--- config.mk ---
export PLATFORM = sky130hd
export DESIGN_NAME = pts
export DESIGN_NICKNAME = d
export VERILOG_FILES = /design/src/rtl/pts.sv
export SDC_FILE = /design/constraint.sdc
export NUM_CORES = 1
export LEC_CHECK = 0
export CAP_MARGIN = 5
export CORE_ASPECT_RATIO = 1.4
export CORE_MARGIN = 10
export CORE_UTILIZATION = 30
export DETAILED_ROUTE_END_ITERATION = 6
export HOLD_SLACK_MARGIN = 0.05
export PLACE_DENSITY_LB_ADDON = 0.1
export SETUP_SLACK_MARGIN = 0.15
export SYNTH_ARGS = -nofsm -noshare
export SYNTH_HDL_FRONTEND = slang
export SYNTH_SLANG_ARGS = --single-unit
--- constraint.sdc ---
create_clock -name CLK -period 4.14 [get_ports CLK]
set_clock_uncertainty 0.2 [all_clocks]
set_input_delay 0.414 -clock CLK [delete_from_list [all_inputs] [get_ports CLK]]
set_output_delay 0.414 -clock CLK [all_outputs]
set_load 0.02 [all_outputs]
--- src/rtl/pts.sv ---
// Parallel-to-serial frame converter: captures a 16-word frame and streams it out one beat per transfer.
// Optional PTS_BITREV_EN: beats are emitted in bit-reversed buffer order (FFT natural ordering).
module pts (
    input  logic        CLK,
    input  logic        RST,
    input  logic        in_valid,
    input  logic [31:0] in_d0,
    input  logic [31:0] in_d1,
    input  logic [31:0] in_d2,
    input  logic [31:0] in_d3,
    input  logic [31:0] in_d4,
    input  logic [31:0] in_d5,
    input  logic [31:0] in_d6,
    input  logic [31:0] in_d7,
    input  logic [31:0] in_d8,
    input  logic [31:0] in_d9,
    input  logic [31:0] in_d10,
    input  logic [31:0] in_d11,
    input  logic [31:0] in_d12,
    input  logic [31:0] in_d13,
    input  logic [31:0] in_d14,
    input  logic [31:0] in_d15,
    output logic        in_ready,
    output logic        out_valid,
    output logic [31:0] out_d,
    output logic [3:0]  out_idx,
    output logic        out_last,
    input  logic        out_ready,
    output logic        ovf
);
    localparam int NUM_WORDS = 16;
    localparam int VEC_W     = 32;

    typedef enum logic {IDLE, SEND} state_t;

    state_t                              state_q, state_d;
    logic [3:0]                          cnt_q, cnt_d;
    logic [NUM_WORDS-1:0][VEC_W-1:0]     frame_q;
    logic [NUM_WORDS-1:0][VEC_W-1:0]     din;
    logic                                capture, xfer;

    assign din = {in_d15, in_d14, in_d13, in_d12, in_d11, in_d10, in_d9, in_d8,
                  in_d7,  in_d6,  in_d5,  in_d4,  in_d3,  in_d2,  in_d1, in_d0};

    // A new frame may land on the same edge the last beat of the current one leaves.
    assign in_ready  = (state_q == IDLE) || ((cnt_q == 4'd15) && out_ready);
    assign out_valid = (state_q == SEND);
    assign capture   = in_valid && in_ready;
    assign xfer      = out_valid && out_ready;

    always_comb begin
        state_d = state_q;
        cnt_d   = cnt_q;
        if (capture) begin
            state_d = SEND;
            cnt_d   = 4'd0;
        end else if (xfer) begin
            if (cnt_q == 4'd15) begin
                state_d = IDLE;
                cnt_d   = 4'd0;
            end else begin
                cnt_d = cnt_q + 4'd1;
            end
        end
    end

    always_ff @(posedge CLK) begin
        if (RST) begin
            state_q <= IDLE;
            cnt_q   <= 4'd0;
            ovf     <= 1'b0;
            frame_q <= '0;
        end else begin
            state_q <= state_d;
            cnt_q   <= cnt_d;
            if (capture)
                frame_q <= din;
            if (in_valid && !in_ready)
                ovf <= 1'b1;
        end
    end

`ifdef PTS_BITREV_EN
    assign out_idx = {cnt_q[0], cnt_q[1], cnt_q[2], cnt_q[3]};
`else
    assign out_idx = cnt_q;
`endif

    assign out_d    = frame_q[out_idx];
    assign out_last = (cnt_q == 4'd15);

endmodule

==> metrics.yaml <==
critical_path:
  worst-endpoint-required_ns: 3.53
  critical_path.top_delay_family: "buffers and inverters"
  critical_path.endpoint_type: "output pin"
  critPathKind: "flop to output pin"
  crit_arrival_ns: 3.28
  startpoint_type: "flop"
  cp_cell_sequence: "buf_4 -> mux4_2 -> a22oi_1 -> nand2_1 -> clkdlybuf4s50_1"
  critical_path_slowest_stage_cell: "sky130_fd_sc_hd__dfxtp_4"
  crit_path_max_incr_delay_ns: 0.60
  worst-path-max-fanout: 14
  critPathBufInv: 2
global_routing:
  gr-usage-all-layers: 0.215
  global_route_total_overflow: 0
  grt_pass1_wl_um: 138000
  grt_start_max_net_pins: 192
  first_global_vias: 21000
  antenna_found_initial: 19
yosys:
  asyncSetResetFlopFracSynth: 0
  synth_common_cells: "sky130_fd_sc_hd__nand2_1 (1059), sky130_fd_sc_hd__dfxtp_1 (518), sky130_fd_sc_hd__a21oi_1 (515), sky130_fd_sc_hd__mux2i_1 (123), sky130_fd_sc_hd__buf_2 (94)"
  synthCells: 2666
  post-synth-top-area-cell: "sky130_fd_sc_hd__dfxtp_1"
  synth_top_flop_cell: "sky130_fd_sc_hd__dfxtp_1"
  synthTopCellsByArea: "sky130_fd_sc_hd__dfxtp_1 (47%), sky130_fd_sc_hd__nand2_1 (18%), sky130_fd_sc_hd__a21oi_1 (12%), sky130_fd_sc_hd__mux4_2 (6.9%), sky130_fd_sc_hd__mux2i_1 (5.6%)"
  netlist-cell-type-count: 28
  ys_warn_count: 0
  synth.ff_latch_count: 518
  synth_nets: 3183
  synth_seq_area_share: 0.473
  synth_top_cell_area_share: 0.473
  synth-edff-count: 0
  synth_area_sq_um: 21900
  dominant_cell_by_count_in_the_synthesized_netlist: "sky130_fd_sc_hd__nand2_1"
  synth.avg_cell_area_sq_um: 8.22
cts:
  ctsLongestPathBuffers: 3
  cts.clk_slew.worst_paths_ns: 0.06
  tritoncts.num_buffers: 53
  cts_hold_repair.buffers: 0
  clock-sinks: 518
  h-tree-depth: 2
  clockRootBuffer: "sky130_fd_sc_hd__clkbuf_16"
  clock_tree_from_tritoncts: "built"
  clk-insertion-delay-late_ns: 0.60
timing:
  rsz_0062_raised_after_global_routing: "no"
  final_min_period_over_clock_period: 0.941
  timing_max_transition_violations_final: 0
  max_slew.worst_pin.slew_ns: 0.966
  max_freq_mhz: 257
  max_slew_margin: 0.356
  timing_hold_violations_final: 0
  final.setup.tns_ns: 0
  postLayoutSetupSlackWorst_ns: 0.246
  finalCriticalPeriod_ns: 3.89
  timing.final.setup_violations: 0
cells_and_area:
  area_growth_syn_to_layout_pct: 37.1
  num-nets-final: 3626
  layout.cell_area.non_filler_sq_um: 30100
  layout.cells.non_filler: 4115
  final_layout_size_suffix_gt1_frac: 0.0739
power_and_ir_drop:
  power_after_layout_mw: 11.9
  power-per-cell-area_nw_per_um2: 396
  max-vdd-ir-drop_mv: 0.279
  leakagePower_nw: 10.8
floorplan:
  rows: 117
  io_pins: 556
  initial_cell_density_of_the_core: 0.302
  area_of_the_die_sq_um: 84400
  die_x_um: 248
  core_area_sq_um: 72600
  die-height_um: 340
drt:
  drt_wirelength_um: 95600
  post-route-drc-count: 0
  via_count: 20500
  initialDrtViolationCount: 1280
  routed_wire_length_per_instance_um: 23.2
  drtAntennaViolNets: 0
  detail_route.vias_per_cell: 4.98
  number_of_detailed_route_iterations_in_the_first_pass: 5
min_path:
  hold_path_class: "primary input to flop"
outcome:
  status: "complete, no violations"
run:
  maxCapViolations: 0
placed_design:
  placed_cells: 3990
  port_buffers: 555
  post-place-ws_ns: 0.545
  final_hpwl_from_detailed_placement_um: 71400
  gp_congestion: 0.871
  post_dp_cell_area_sq_um: 28100
==> worst min-delay path: cells and delay by family <==
family / cells / cell delay, ns
AOI/OAI and AO/OA: 1 / 0.05
buffers and inverters: 1 / 0.39
and+or+nand+nor: 1 / 0.05
==> stage by stage <==
step | util | hold slack, ns
after global routing | 0.414 | 0.134
after global placement | 0.387 | 0.241
after detailed placement | 0.387 | 0.246
after CTS | 0.413 | 0.129
final | 0.414 | 0.158
after floorplan | - | 0.233
==> state kept, by name, summed over array words and instances (netlist names) <==
name       count
out_valid      1
frame_q      512
ovf            1
out_idx        4
==> area by class of cell <==
| cell class | instances | area [sq um] |
|---|---|---|
| tap | 952 | 1190 |
| sequential | 518 | 10400 |
| multi-input combinational | 1923 | 10500 |
| clock buffer | 76 | 1520 |
| timing repair buffer | 613 | 6280 |
| antenna | 12 | 30.0 |
| clock inverter | 21 | 186 |
| fill | 7456 | 42600 |
==> kinds of logic after synthesis <==
| group | synth area share |
|---|---|
| compound gates | 0.151 |
| flops | 0.473 |
| fa+ha+maj | 0.000571 |
| mux | 0.125 |
| simple gates | 0.195 |
| xor+xnor | 0.000400 |
| buf+inv | 0.0542 |
==> per-layer routing <==
metal | vias to the layer above | routed length [um] | global-route usage
li1 | 9855 | - | -
met1 | 9787 | 38600 | 0.252
met2 | 687 | 47200 | 0.369
met3 | 145 | 5780 | 0.0489
met4 | 10 | 3950 | 0.0970
met5 | - | 73 | 0
==> power by group <==
part           total (mW)  internal [mW]  switching (mW)
registers            5.44           5.27           0.176
logic                1.65          0.823           0.824
clock network        4.82           2.74            2.08
total                11.9           8.83            3.08
==> placed cells by master, fill, tap and decap left out, types with 2 or more instances in the layout <==
cell type	netlist	routed
sky130_fd_sc_hd__nor2b_1	6	2
sky130_fd_sc_hd__diode_2	0	12
sky130_fd_sc_hd__buf_12	0	18
sky130_fd_sc_hd__a22oi_1	93	88
sky130_fd_sc_hd__clkbuf_1	72	12
sky130_fd_sc_hd__nor2_4	0	2
sky130_fd_sc_hd__clkinv_2	0	15
sky130_fd_sc_hd__clkdlybuf4s50_1	0	553
sky130_fd_sc_hd__nand2_1	1059	1059
sky130_fd_sc_hd__a21oi_1	515	515
sky130_fd_sc_hd__dfxtp_4	0	3
sky130_fd_sc_hd__dfxtp_1	518	514
sky130_fd_sc_hd__mux2i_1	123	123
sky130_fd_sc_hd__bufinv_16	0	3
sky130_fd_sc_hd__nor3_1	3	3
sky130_fd_sc_hd__clkinvlp_4	0	2
sky130_fd_sc_hd__a22oi_2	0	5
sky130_fd_sc_hd__nor2_1	6	3
sky130_fd_sc_hd__buf_4	51	38
sky130_fd_sc_hd__o21ai_0	2	2
sky130_fd_sc_hd__mux4_2	67	67
sky130_fd_sc_hd__buf_16	0	2
sky130_fd_sc_hd__nor2b_4	0	4
sky130_fd_sc_hd__clkbuf_16	0	53
sky130_fd_sc_hd__nand3_1	34	34
sky130_fd_sc_hd__nand2b_1	3	3
sky130_fd_sc_hd__clkbuf_8	0	11
==> what timing repair did <==
item,CTS,global route
setup endpoints to repair,30,4
resized for setup,3,4
setup buffers,14,0
cloned,2,0
==> path summary, 6_finish.rpt <==
kind	cells past startpoint	slack (ns)	endpoint	from
max reg2reg	7	0.99	frame_q[252]$_SDFFE_PP0P_	out_idx[1]$_SDFFE_PP0P_
min reg2reg	2	0.25	frame_q[8]$_SDFFE_PP0P_	frame_q[8]$_SDFFE_PP0P_
max	5	0.25	out_d[26]	out_idx[1]$_SDFFE_PP0P_
min	3	0.16	frame_q[380]$_SDFFE_PP0P_	in_d11[28]
(Power assumes the default switching activity.)
